==> src/rtl/maxpool_seq_ctrl.sv <==
// maxpool_seq_ctrl: start/busy/done sequencer for 2x2 stride-2 max pooling over a CHANNEL x HEIGHT x WIDTH map
//   clk, rst_n       : clock, asynchronous active-low reset
//   start            : run request, sampled only while idle
//   busy, done       : run in progress / one-cycle completion pulse
//   rd_en, rd_addr   : input RAM read strobe and address
//   rd_data          : input RAM data, one cycle after rd_en
//   wr_en, wr_addr, wr_data, wr_ready : pooled-output write handshake
module maxpool_seq_ctrl #(
    parameter int WIDTH   = 28,
    parameter int HEIGHT  = 28,
    parameter int CHANNEL = 6,
    parameter int IN_AW   = 13,
    parameter int OUT_AW  = 11,
    parameter int SIGNED  = 0
) (
    input  logic              clk,
    input  logic              rst_n,
    input  logic              start,
    output logic              busy,
    output logic              done,
    output logic              rd_en,
    output logic [IN_AW-1:0]  rd_addr,
    input  logic [7:0]        rd_data,
    output logic              wr_en,
    output logic [OUT_AW-1:0] wr_addr,
    output logic [7:0]        wr_data,
    input  logic              wr_ready
);
    localparam int OW = WIDTH / 2;
    localparam int OH = HEIGHT / 2;
    localparam int CW = (CHANNEL > 1) ? $clog2(CHANNEL) : 1;
    localparam int YW = (OH > 1) ? $clog2(OH) : 1;
    localparam int XW = (OW > 1) ? $clog2(OW) : 1;
    localparam logic [31:0] IN_PLANE  = 32'(HEIGHT * WIDTH);
    localparam logic [31:0] IN_ROW    = 32'(WIDTH);
    localparam logic [31:0] OUT_PLANE = 32'(OH * OW);
    localparam logic [31:0] OUT_ROW   = 32'(OW);

    typedef enum logic [2:0] {IDLE, RD, LAST, WR, DONE} state_t;

    state_t        state, state_nx;
    logic [CW-1:0] c;
    logic [YW-1:0] oy;
    logic [XW-1:0] ox;
    logic [1:0]    k;
    logic [7:0]    mx;
    logic          px_gt;
    logic [7:0]    px_max;
    logic          last_x, last_y, last_c;

    assign last_x = ox == XW'(OW - 1);
    assign last_y = oy == YW'(OH - 1);
    assign last_c = c == CW'(CHANNEL - 1);
    assign px_gt  = (SIGNED != 0) ? ($signed(rd_data) > $signed(mx)) : (rd_data > mx);
    assign px_max = px_gt ? rd_data : mx;
    assign rd_en  = state == RD;
    // {oy,k[1]} and {ox,k[0]} are 2*oy+dy and 2*ox+dx for the window pixel selected by k
    assign rd_addr = rd_en ? IN_AW'(32'(c) * IN_PLANE + 32'({oy, k[1]}) * IN_ROW + 32'({ox, k[0]})) : '0;

    always_comb begin
        state_nx = state;
        case (state)
            IDLE:    state_nx = start ? RD : IDLE;
            RD:      state_nx = (k == 2'd3) ? LAST : RD;
            LAST:    state_nx = WR;
            WR:      state_nx = !wr_ready ? WR : (last_x && last_y && last_c) ? DONE : RD;
            DONE:    state_nx = IDLE;
            default: state_nx = IDLE;
        endcase
    end

    always_ff @(posedge clk or negedge rst_n) begin
        if (!rst_n) state <= IDLE;
        else        state <= state_nx;
    end

    always_ff @(posedge clk or negedge rst_n) begin
        if (!rst_n) begin
            busy    <= 1'b0;
            done    <= 1'b0;
            wr_en   <= 1'b0;
            wr_addr <= '0;
            wr_data <= '0;
            c       <= '0;
            oy      <= '0;
            ox      <= '0;
            k       <= '0;
            mx      <= '0;
        end else begin
            done <= state == DONE;
            case (state)
                IDLE: if (start) begin
                    c    <= '0;
                    oy   <= '0;
                    ox   <= '0;
                    k    <= '0;
                    busy <= 1'b1;
                end
                RD: begin
                    k <= k + 2'd1;
                    // pixel k-1 arrives while k is presented; pixel 0 seeds the running max
                    if (k == 2'd1)      mx <= rd_data;
                    else if (k != 2'd0) mx <= px_max;
                end
                LAST: begin
                    wr_data <= px_max;
                    wr_addr <= OUT_AW'(32'(c) * OUT_PLANE + 32'(oy) * OUT_ROW + 32'(ox));
                    wr_en   <= 1'b1;
                end
                WR: if (wr_ready) begin
                    wr_en <= 1'b0;
                    ox    <= last_x ? '0 : ox + XW'(1);
                    if (last_x) oy <= last_y ? '0 : oy + YW'(1);
                    if (last_x && last_y && !last_c) c <= c + CW'(1);
                end
                DONE: busy <= 1'b0;
                default: ;
            endcase
        end
    end
endmodule
==> config.mk <==
export PLATFORM = sky130hd
export DESIGN_NAME = maxpool_seq_ctrl
export DESIGN_NICKNAME = d
export VERILOG_FILES = /design/src/rtl/maxpool_seq_ctrl.sv
export SDC_FILE = /design/constraint.sdc
export NUM_CORES = 1
export LEC_CHECK = 0
export ABC_AREA = 0
export BUFFER_PORTS_ARGS = -buffer_cell sky130_fd_sc_hd__buf_2
export CAP_MARGIN = 25
export CORE_ASPECT_RATIO = 1.75
export CORE_MARGIN = 2
export CORE_UTILIZATION = 51
export DETAILED_ROUTE_END_ITERATION = 8
export PLACE_DENSITY_LB_ADDON = 0.12
export SYNTH_ARGS = -nofsm -noshare
export SYNTH_HDL_FRONTEND = slang
export SYNTH_SLANG_ARGS = --single-unit
export TNS_END_PERCENT = 20
==> constraint.sdc <==
create_clock -name clk -period 3.99 [get_ports clk]
set_input_delay 0.1995 -clock clk [delete_from_list [all_inputs] [get_ports clk]]
set_output_delay 0.1995 -clock clk [all_outputs]
set_load 0.005 [all_outputs]
== Word level (Yosys, flattened, before mapping) ==
Index checks and enable logic that the tools add are counted.
W data, S select, Z words.

* Register bits after elaboration: 46
* Output and inout port bits: 36

* $add $sub $neg: 8
* Multiply operators: 4
* Magnitude comparators: 1
* Eq/ne operators: 13
* Muxes and demuxes: 27
* Reduce and logical (&&, ||, !) cells: 18

{| class="wikitable"
|+ Operator list
! operator !! number
|-
| $mux W4 || 6
|-
| $mux W8 || 3
|-
| $mul A3 B6 Y9 const B || 2
|-
| $pmux W4 S2 || 2
|-
| $mux W3 || 5
|-
| $add A13 B10 Y13 || 1
|-
| $add A13 B5 Y13 || 1
|-
| $mux W13 || 1
|-
| $pmux W3 S4 || 1
|-
| $reduce_bool A2 Y1 || 6
|-
| $add A11 B4 Y11 || 1
|-
| $add A11 B8 Y11 || 1
|-
| $add A4 B1 Y4 const B || 2
|-
| $eq A4 B4 Y1 const B || 2
|-
| $gt A8 B8 Y1 || 1
|-
| $mul A5 B3 Y8 const B || 1
|-
| $ne A2 B2 Y1 const B || 4
|-
| $reduce_and A2 Y1 || 4
|-
| $reduce_and A4 Y1 || 2
|-
| $mul A4 B3 Y7 const B || 1
|-
| $eq A3 B2 Y1 const B || 2
|-
| $eq A3 B3 Y1 const B || 2
|-
| $pmux W3 S2 || 1
|-
| $mux W2 || 2
|-
| 12 further kinds || 17
|}

== Logic depth before layout (Yosys ltp) ==
Gate-level depths: netlist of the first run.

* Word-level depth: 6
* Gate-level depth with buffers: 14
* Mapped depth without buffers: 14

== Worst setup path before layout of the first run ==
No wires, ideal clock.

* Path kind: register to register
* Start: reg oy[0]
* End: reg wr_addr[10]
* Library setup time: 133 ps
* Arrival time: 3304 ps
* Data required time: 3857 ps
* Slack: 553 ps
* Cell stages (with the launch flop): 14
* Buffers on the path: 0
* Clock period less this slack: 3437 ps
* Path through: dfrtp_1 fa_1 ha_1 inv_1 fa_1 inv_1 ha_1 ha_1 nor2b_1 o21ai_0 a21oi_1 o31ai_1 xnor2_1 o21ai_0

* Longest elaborated chain between the ends: 3

{| class="wikitable"
|+ RTL lines
! element !! RTL line !! text
|-
| from (decl) || 43 || <nowiki>logic [YW-1:0] oy;</nowiki>
|-
| from (signal assigned) || 113 || <nowiki>if (last_x) oy <= last_y ? '0 : oy + YW'(1);</nowiki>
|-
| $mul A4 B3 Y7 || 107 || <nowiki>wr_addr <= OUT_AW'(32'(c) * OUT_PLANE + 32'(oy) * OUT_ROW + 32'(ox));</nowiki>
|-
| $add A11 B8 Y11 || 107 ||
|-
| $add A11 B4 Y11 || 107 ||
|-
| to (signal assigned) || 107 ||
|-
| to (decl) || 25 || <nowiki>output logic [OUT_AW-1:0] wr_addr,</nowiki>
|}

No other way between the ends.
A chain may end at the register's enable or synchronous reset.

== Final worst setup path of the first run ==
* Start: reg oy[1]
* End: out rd_addr[12]

* Longest elaborated chain between the ends: 4

{| class="wikitable"
|+ RTL lines
! element !! RTL line !! text
|-
| $mul A5 B3 Y8 || 58 || <nowiki>assign rd_addr = rd_en ? IN_AW'(32'(c) * IN_PLANE + 32'({oy, k[1]}) * IN_ROW + 32'({ox, k[0]})) : '0;</nowiki>
|-
| $add A13 B10 Y13 || 58 ||
|-
| $add A13 B5 Y13 || 58 ||
|-
| $mux W13 || 58 ||
|-
| to (decl) || 22 || <nowiki>output logic [IN_AW-1:0] rd_addr,</nowiki>
|}

No other way between the ends.

==> results of run 1 <==
-- sequential cells by signal, summed over array words and instances (netlist names) --
signal   cells
wr_addr     11
mx           8
wr_data      8
ox           4
oy           4
c            3
state        3
k            2
busy         1
done         1
wr_en        1
-- critical path: stages (launching register included) --
cell and delay (ns):
dfrtp_2 0.48, fa_1 0.48, ha_1 0.23, fa_2 0.39, a21oi_1 0.16, nor2_1 0.06, nor2_1 0.15, xnor2_1 0.08
ha_1 0.21, ha_4 0.28, a21o_1 0.14, a21oi_2 0.06, nor3b_1 0.27, mux2i_1 0.20, buf_2 0.12
-- timing repair --
action,4_1_cts,5_1_grt
buffers inserted,2,3
pin swaps,0,2
setup endpoints to repair,2,4
resized for setup,2,9
-- stage by stage --
step | std cells | TNS [ns]
after global placement | 504 | 0
after CTS | 514 | 0
after detailed placement | 504 | 0
final | 517 | 0
after global routing | 517 | -0.0187
after floorplan | 379 | 0
-- cells by family after synthesis --
| kind of cell | share of synthesized area |
|---|---|
| muxes | 0.0532 |
| and+or+nand+nor | 0.146 |
| DFF | 0.322 |
| AOI/OAI and AO/OA | 0.132 |
| xor gates and xnor gates | 0.0466 |
| adders and majority gates | 0.251 |
| buffers and inverters | 0.0487 |
-- worst paths after layout --
| path | start | to | slack [ns] | cells after the start |
|---|---|---|---|---|
| setup / recovery | oy[1] | rd_addr[12] | 0.19 | 14 |
| hold / removal | rst_n | wr_addr[9] | 0.003 | 2 |
| setup reg to reg | oy[1] | wr_addr[10] | 0.34 | 14 |
| hold reg to reg | wr_addr[1] | wr_addr[1] | 0.47 | 2 |
| max in group asynchronous | rst_n | oy[0] | 3.55 | 2 |
| min in group clk | rd_data[5] | mx[5] | 0.18 | 2 |
-- cells in the mapped netlist, drive strengths merged (4+ instances only) --
master and n:
xor2 10, xnor2 9, a21oi 19, mux2 8, nor2 22, nor2b 6
o21ai 33, a21o 5, dfrtp 46, inv 37, fa 11, nand2 50
ha 54, nand3 5, and2 5, mux2i 10, and3 4, clkbuf 6
-- power groups by stage --
stage               Sequential [uW]  Clock [uW]  Combinational, uW
floorplan                       749           0                993
global placement                770           0               1350
detailed placement              782           0               1390
CTS                             767         435               1420
global route                    791         450               1650
finish                          762         417               1430
-- metal layers --
metal  share of wire  vias to the layer above
met4           0.019                        0
met2            0.55                       48
li1                -                     1408
met1            0.40                     1363
met5               0                        -
met3           0.033                       13
-- layout make-up --
cell class / instances / area [um^2] / area share
multi-input cells: 288 / 2280 / 0.554
repair buffers: 54 / 288 / 0.0700
clock inverters: 3 / 21.3 / 0.00517
flip-flops and latches: 46 / 1150 / 0.281
clock buffers: 5 / 125 / 0.0304
inverters: 37 / 139 / 0.0338
well taps: 84 / 105 / 0.0256
==> reports/qor.txt, run 1 <==
Status = finished clean
Max Root-Sink Buffers = 2
Tot Pwr = 2610 uW
Met1 usage = 0.229
Post-layout min period = 3.80 ns
Register area share after synthesis = 0.322
DP HPWL = 5.89 mm
Initial DRC count = 70
Largest net degree at the start of global routing = 47
CP Capture Type = primary output
Drc violations = 0
Clock Skews = 0.00657 ns
1st-pass router iterations = 4
N_diodes = 0
Hold_buf cts = 0
Netlist Area Pre-Place = 3570 um^2
Post-route clock period utilization = 0.953
Worst EP required = 3.79 ns
Fmax = 263 MHz
Vias = 2,832
Root buffer cell = clkbuf_16
Net switching power figure = 1090 uW
Post-route cell area = 4110 um^2
Synth Net Count = 456
Routed len/inst = 14.5 um
Synth async-reset ratio = 1.00
WHS = 0.00296 ns
Gr busiest metal = met2
Share of cells above drive strength 1 = 0.203
WS Path Type = flip-flop to primary output
Area share of the largest cell type after synthesis = 0.322
Library cells used by synthesis = 48
Clk_lat worst skew = 0.29 ns
Global Route met2 Usage = 0.389
YS warnings = 0
Antenna violations before repair = 0
Setup WS post-layout = 0.187 ns
Commonest non-fill, non-tap cell in the layout = ha_1
Nets = 509
# Max-Cap Violations = 0
Die area = 7720 um^2
Pre-CTS WS = 0.259 ns
Post-Route WL = 7.48 mm
Clock tree from TritonCTS = done
# IOs = 48
Relative slew slack = 0.565
Number of buffers created by CTS = 5
Power share of the sequential group = 0.292
Synth top area cells = dfrtp_1, ha_1, fa_1
Worst-path clk slew = 0.06 ns
Dpl cell area = 3890 um^2
Leak pwr = 0.00219 uW
Clock sink count = 46
Post-layout util = 0.604
Synth Flop Type = dfrtp_1
Final setup viols = 0
DIE WIDTH = 67.3 um
Pint = 1520 uW
Worst hold path class = input port to async pin
Initial Util = 0.525
Final hold vios = 0
Layout area overhead = 15.1%
Fin. max-slew vios = 0
Setup crit start kind = flip-flop
Post-synth EDFFs = 0
GR Util met3 = 0.0285
Least-Margin Pin Slew = 0.652 ns
Via density = 5.48
DIE HEIGHT = 115 um
H-tree Lvls = 2
First-pass GRT wire length = 12.2 mm
Sw Share = 0.418
Syn Area/Cell = 9.43 um^2
PD cells = 635 nW/um^2
Port bufs = 47
Logic pwr share = 0.548
Worst path arrival time = 3.60 ns
Filler cell count = 647
Crit-path max FO = 7
GRT overflow = 0
Vias in the first global route = 2,769
# rows = 40
FF+latch count, synth = 46
Most frequent cells in the layout = ha_1, nand2_1, buf_2
Post-detailed-route count of antenna-violating nets = 0
Core area = 6810 um^2
Synthesized instance count = 379
Max VDD drop = 0.363 mV
Overall Global Routing Usage = 0.207
Post-synth top area cell = dfrtp_1
RSZ-0062 raised after global routing = yes
Clock share of power = 0.160
GPL Wtd Cong = 0.860
No activity file was read; power rests on OpenSTA's default activity.
==> inputs of run 2 (changes only) <==
Settings changed: MAX_ROUTING_LAYER set to met4.
==> run 2 against run 1 <==
Routed wire length is essentially flat. Worst setup slack worse by 0.0042 ns. Sequential cell count is the same. Non-clock buffer count stayed put. Register-to-register slack about the same. Critical path depth did not move. Final cell count did not move. Sequential power barely moved. Hold slack worse by 0.00069 ns. Via count rose by 0.21%.
==> reports/qor.txt, run 2 (synthesized netlist as in run 1, its figures left out) <==
Share of cells above drive strength 1 = 0.203 (unchanged)
WS Path Type = flip-flop to primary output (unchanged)
Clock share of power = 0.160 (about the same)
Net switching power figure = 1090 uW (about the same)
Initial DRC count = 62 (was 70)
Worst path arrival time = 3.61 ns (was 3.60 ns)
Fmax = 263 MHz (about the same)
Pre-CTS WS = 0.259 ns (unchanged)
Relative slew slack = 0.563 (was 0.565)
Reg with most FFs = wr_addr (unchanged)
Tot Pwr = 2610 uW (about the same)
1st-pass router iterations = 4 (unchanged)
Antenna violations before repair = 0 (unchanged)
# IOs = 48 (unchanged)
H-tree Lvls = 2 (unchanged)
First-pass GRT wire length = 12.2 mm (about the same)
GPL Wtd Cong = 0.874 (was 0.860)
Final hold vios = 0 (unchanged)
Max Root-Sink Buffers = 2 (unchanged)
Largest net degree at the start of global routing = 47 (unchanged)
Worst hold path class = input port to async pin (unchanged)
GRT overflow = 0 (unchanged)
Clock sink count = 46 (unchanged)
N_diodes = 0 (unchanged)
Port bufs = 47 (unchanged)
# Max-Cap Violations = 0 (unchanged)
Setup crit start kind = flip-flop (unchanged)
Die area = 7720 um^2 (unchanged)
Root buffer cell = clkbuf_16 (unchanged)
FF+latch area = 1150 um^2 (unchanged)
Max VDD drop = 0.363 mV (about the same)
RSZ-0062 raised after global routing = yes (unchanged)
DIE WIDTH = 67.3 um (unchanged)
Worst EP required = 3.79 ns (about the same)
Initial Util = 0.525 (unchanged)
Layout area overhead = 15.1% (unchanged)
Overall Global Routing Usage = 0.213 (was 0.207)
Filler cell count = 647 (unchanged)
Largest register FFs = 11 (unchanged)
Leak pwr = 0.00219 uW (unchanged)
# rows = 40 (unchanged)
Clk_lat worst skew = 0.29 ns (about the same)
Pint = 1520 uW (about the same)
Sw Share = 0.417 (was 0.418)
Nets = 509 (unchanged)
DIE HEIGHT = 115 um (unchanged)
Routed len/inst = 14.5 um (about the same)
Clock tree from TritonCTS = done (unchanged)
Least-Margin Pin Slew = 0.655 ns (was 0.652 ns)
Post-layout min period = 3.81 ns (was 3.80 ns)
Largest regs = wr_addr: 11 flops, mx: 8 flops, wr_data: 8 flops (unchanged)
Post-Route WL = 7.47 mm (was 7.48 mm)
Vias = 2,838 (was 2,832)
Fin. max-slew vios = 0 (unchanged)
Post-route clock period utilization = 0.954 (was 0.953)
Worst-path clk slew = 0.06 ns (about the same)
PD cells = 634 nW/um^2 (was 635 nW/um^2)
Most frequent cells in the layout = ha_1, nand2_1, buf_2 (unchanged)
Status = finished clean (unchanged)
Setup WS post-layout = 0.183 ns (was 0.187 ns)
Hold_buf cts = 0 (unchanged)
Post-detailed-route count of antenna-violating nets = 0 (unchanged)
Commonest non-fill, non-tap cell in the layout = ha_1 (unchanged)
DP HPWL = 5.89 mm (unchanged)
Number of buffers created by CTS = 5 (unchanged)
Clock Skews = 0.00693 ns (was 0.00657 ns)
Logic pwr share = 0.548 (about the same)
Final setup viols = 0 (unchanged)
Via density = 5.49 (was 5.48)
Multi-input gate area = 2280 um^2 (unchanged)
Crit-path max FO = 7 (unchanged)
Core area = 6810 um^2 (unchanged)
Vias in the first global route = 2,768 (was 2,769)
CP Capture Type = primary output (unchanged)
Drc violations = 0 (unchanged)
Power share of the sequential group = 0.292 (about the same)
==> run 2: cell counts in the layout (fill, tap and decap cells not counted) <==
Identical to the previous run, type by type.
==> run 2: repair_timing <==
action,in CTS,in global routing
pin swaps,0,2
buffers inserted,2,3
setup endpoints to repair,2,4
resized for setup,2,9
==> run 2: final timing paths <==
path | cells after the start | to | startpoint | slack [ns]
worst max-delay path | 14 | rd_addr[12] | oy[1] | 0.18
worst min register to register | 2 | wr_addr[1] | wr_addr[1] | 0.47
worst min-delay path | 2 | wr_addr[9] | rst_n | 0.002
min in group clk | 2 | mx[5] | rd_data[5] | 0.17
worst max register to register | 14 | wr_addr[10] | oy[1] | 0.34
max in group asynchronous | 2 | oy[0] | rst_n | 3.55
==> run 2: worst max-delay path, cell delays in order, from the launching register on <==
cell and delay (ns):
dfrtp_2 0.48, fa_1 0.48, ha_1 0.23, fa_2 0.39, a21oi_1 0.16, nor2_1 0.06
nor2_1 0.15, xnor2_1 0.08, ha_1 0.21, ha_4 0.28, a21o_1 0.14, a21oi_2 0.06
nor3b_1 0.27, mux2i_1 0.20, buf_2 0.12
==> run 2: power by group through the flow <==
stage | Combinational [uW] | Sequential [uW] | Clock [uW]
6_report | 1430 | 762 | 417
5_1_grt | 1650 | 791 | 450
2_1_floorplan | 993 | 749 | 0
3_3_place_gp | 1350 | 770 | 0
4_1_cts | 1420 | 767 | 435
3_5_place_dp | 1390 | 782 | 0
==> run 2: area by class of cell <==
class,instances,area share
clock buffer,5,0.0304
clock inverter,3,0.00517
inverter,37,0.0338
multi-input combinational,288,0.554
sequential,46,0.281
tap,84,0.0256
timing repair buffer,54,0.0700
==> run 2: stage by stage <==
step                      TNS (ns)  cells  hold WS (ns)   util  instance area [um^2]
after CTS                        0    514        0.0257  0.596                  4060
after detailed placement         0    504         0.334  0.572                  3890
after global routing       -0.0187    517        0.0532  0.604                  4110
after floorplan                  0    379       -0.0961      -                  3570
final                            0    517       0.00227  0.604                  4110
after global placement           0    504         0.335  0.572                  3890
==> run 2: metal layers <==
metal / vias up / GRT usage / share of wire
met5: - / - / 0
met4: 0 / 0.0748 / 0.020
met3: 13 / 0.0285 / 0.027
met2: 39 / 0.389 / 0.55
met1: 1379 / 0.229 / 0.41
li1: 1407 / - / -
==> inputs of run 3 (changes only) <==
Settings changed: ABC_AREA 0 to not set, BUFFER_PORTS_ARGS -buffer_cell sky130_fd_sc_hd__buf_2 to not set, DONT_BUFFER_PORTS set to 1, GPL_TIMING_DRIVEN set to 1.
==> run 3 against run 2 <==
Worst setup slack better by 0.0028 ns. Critical path depth stayed put. Routed wire length is 1.6% lower. Total power down 6.6%. Register-to-register slack about the same.
==> reports/qor.txt, run 3 (synthesized netlist as in run 1, its figures left out) <==
Status = finished clean (unchanged)
Post-layout util = 0.566 (was 0.604)
GRT overflow = 0 (unchanged)
Clock Skews = 0.00534 ns (was 0.00693 ns)
# rows = 40 (unchanged)
Worst EP required = 3.79 ns (about the same)
Setup crit start kind = flip-flop (unchanged)
Hold Crit Depth = 1
Fin. max-slew vios = 0 (unchanged)
# Max-Cap Violations = 0 (unchanged)
Layout area overhead = 7.78% (was 15.1%)
Post-route cell area = 3850 um^2 (was 4110 um^2)
DIE HEIGHT = 115 um (unchanged)
GPL Wtd Cong = 0.839 (was 0.874)
DIE WIDTH = 67.3 um (unchanged)
Final hold vios = 0 (unchanged)
Port bufs = 0 (was 47)
PD cells = 633 nW/um^2 (was 634 nW/um^2)
Root buffer cell = clkbuf_16 (unchanged)
Die area = 7720 um^2 (unchanged)
Fmax = 263 MHz (about the same)
Relative slew slack = 0.574 (was 0.563)
Worst path arrival time = 3.61 ns (about the same)
Post-detailed-route count of antenna-violating nets = 0 (unchanged)
CP max stage delay = 0.62 ns (was 0.48 ns)
WS Path Type = flip-flop to primary output (unchanged)
Crit-path max FO = 8 (was 7)
Largest net degree at the start of global routing = 47 (unchanged)
WHS = 0.0606 ns (was 0.00227 ns)
Routed len/inst = 15.8 um (was 14.5 um)
Vias in the first global route = 2,652 (was 2,768)
Reg2reg start = oy[0] (was oy[1])
Vias = 2,582 (was 2,838)
First-pass GRT wire length = 12.0 mm (was 12.2 mm)
Initial DRC count = 91 (was 62)
FF-to-FF path depth = 13 (was 14)
Clk_lat worst skew = 0.29 ns (about the same)
Sw Share = 0.426 (was 0.417)
Clock share of power = 0.169 (was 0.160)
1st-pass router iterations = 4 (unchanged)
Drc violations = 0 (unchanged)
Leak pwr = 0.00197 uW (was 0.00219 uW)
Logic pwr share = 0.503 (was 0.548)
RSZ-0062 raised after global routing = yes (unchanged)
Hold_sp = rd_data[0]
Post-route clock period utilization = 0.954 (about the same)
Pint = 1400 uW (was 1520 uW)
N_diodes = 0 (unchanged)
# IOs = 48 (unchanged)
Least-Margin Pin Slew = 0.639 ns (was 0.655 ns)
RR Endpoint = wr_addr[10] (unchanged)
Largest register FFs = 11 (unchanged)
R2R Setup Slk = 0.35 ns (was 0.34 ns)
FF+latch area = 1160 um^2 (was 1150 um^2)
Initial Util = 0.525 (unchanged)
Core area = 6810 um^2 (unchanged)
Number of buffers created by CTS = 5 (unchanged)
Dpl cell area = 3640 um^2 (was 3890 um^2)
CP Capture Type = primary output (unchanged)
Filler cell count = 655 (was 647)
Worst hold path class = input port to flip-flop (was input port to async pin)
Largest regs = wr_addr: 11 flops, mx: 8 flops, wr_data: 8 flops (unchanged)
Post-Route WL = 7.35 mm (was 7.47 mm)
Via density = 5.54 (was 5.49)
Cell breakdown of the critical path = fa_2 -> ha_1 -> a21o_1 -> a21oi_2 -> nor2_1 -> o21ai_0 -> nand2b_1 -> ha_1 -> ha_1 -> a21o_1 -> a21oi_2 -> o21bai_1 -> xor2_1 -> nor2_1 (was fa_1 -> ha_1 -> fa_2 -> a21oi_1 -> nor2_1 -> nor2_1 -> xnor2_1 -> ha_1 -> ha_4 -> a21o_1 -> a21oi_2 -> nor3b_1 -> mux2i_1 -> buf_2)
Power share of the sequential group = 0.328 (was 0.292)
Worst Hold End = mx[0]
Max Root-Sink Buffers = 2 (unchanged)
Share of cells above drive strength 1 = 0.0864 (was 0.203)
Antenna violations before repair = 0 (unchanged)
Tot Pwr = 2440 uW (was 2610 uW)
Reg with most FFs = wr_addr (unchanged)
Most frequent cells in the layout = ha_1, nand2_1, dfrtp_1 (was ha_1, nand2_1, buf_2)
Cell mode on critical path = ha_1
DP HPWL = 5.78 mm (was 5.89 mm)
Max VDD drop = 0.311 mV (was 0.363 mV)
Clock sink count = 46 (unchanged)
Net switching power figure = 1040 uW (was 1090 uW)
Worst-path clk slew = 0.07 ns (was 0.06 ns)
H-tree Lvls = 2 (unchanged)
Commonest non-fill, non-tap cell in the layout = ha_1 (unchanged)
Nets = 458 (was 509)
Max stage delay cell, worst path = fa_2 (was dfrtp_2)
Multi-input gate area = 2260 um^2 (was 2280 um^2)
Clock tree from TritonCTS = done (unchanged)
Post-layout min period = 3.80 ns (was 3.81 ns)
Overall Global Routing Usage = 0.212 (was 0.213)
Final setup viols = 0 (unchanged)
==> run 3: changes by cell type in the layout (fill, tap and decap cells not counted), moves of 2 or more <==
cell      change
buf_4         -6
buf_2        -47
o21bai_2      -2
o21bai_1      +2
==> run 3: worst max path at each step <==
stage,startpoint,to,slack (ns)
global placement,oy[0],wr_addr[10],0.39
global route,oy[0],rd_addr[11],-0.003
floorplan,oy[0],wr_addr[10],0.55
detailed placement,oy[0],wr_addr[10],0.26
finish,oy[0],rd_addr[11],0.19
CTS,oy[0],rd_addr[11],0.02
==> run 3: timing repair <==
action	4_1_cts	5_1_grt
hold endpoints to repair	46	0
endpoints found under the setup margin	0	4
setup buffers	0	1
hold buffers	2	0
resized for setup	0	8
==> run 3: cell type report <==
| cell class | count | share of cell area |
|---|---|---|
| Multi-Input combinational cell | 288 | 0.588 |
| Sequential cell | 46 | 0.300 |
| Inverter | 37 | 0.0361 |
| Clock buffer | 6 | 0.0335 |
| Tap cell | 84 | 0.0273 |
| Timing Repair Buffer | 3 | 0.0117 |
| Clock inverter | 2 | 0.00357 |
==> run 3: routing by layer <==
layer / track usage / vias to the layer above / routed length, um
met5: - / - / 0
met4: 0.0993 / 0 / 250
met3: 0.0374 / 19 / 253
met2: 0.380 / 46 / 4010
met1: 0.215 / 1221 / 2840
li1: - / 1296 / -
==> run 3: power by group through the flow <==
stage               clock network (uW)  registers, uW  logic [uW]
finish                             413            798        1220
global route                       443            829        1410
CTS                                428            800        1240
detailed placement                   0            810        1210
global placement                     0            801        1190
floorplan                            0            749         993
==> run 3: through the flow <==
step / TNS (ns) / worst slack, ns / instances
6_report: 0 / 0.185 / 466
5_1_grt: -0.00285 / -0.00285 / 466
4_1_cts: 0 / 0.0212 / 465
3_5_place_dp: 0 / 0.263 / 455
3_3_place_gp: 0 / 0.393 / 455
2_1_floorplan: 0 / 0.553 / 379
==> run 3: worst max-delay path, delay by kind of cell (launching register included) <==
kind | cells | cell delay (ns)
adder cells (fa/ha/maj) | 4 | 1.47
AO/OA/AOI/OAI | 6 | 1.01
flip-flops | 1 | 0.48
AND/OR/NAND/NOR | 3 | 0.19
XOR/XNOR | 1 | 0.16
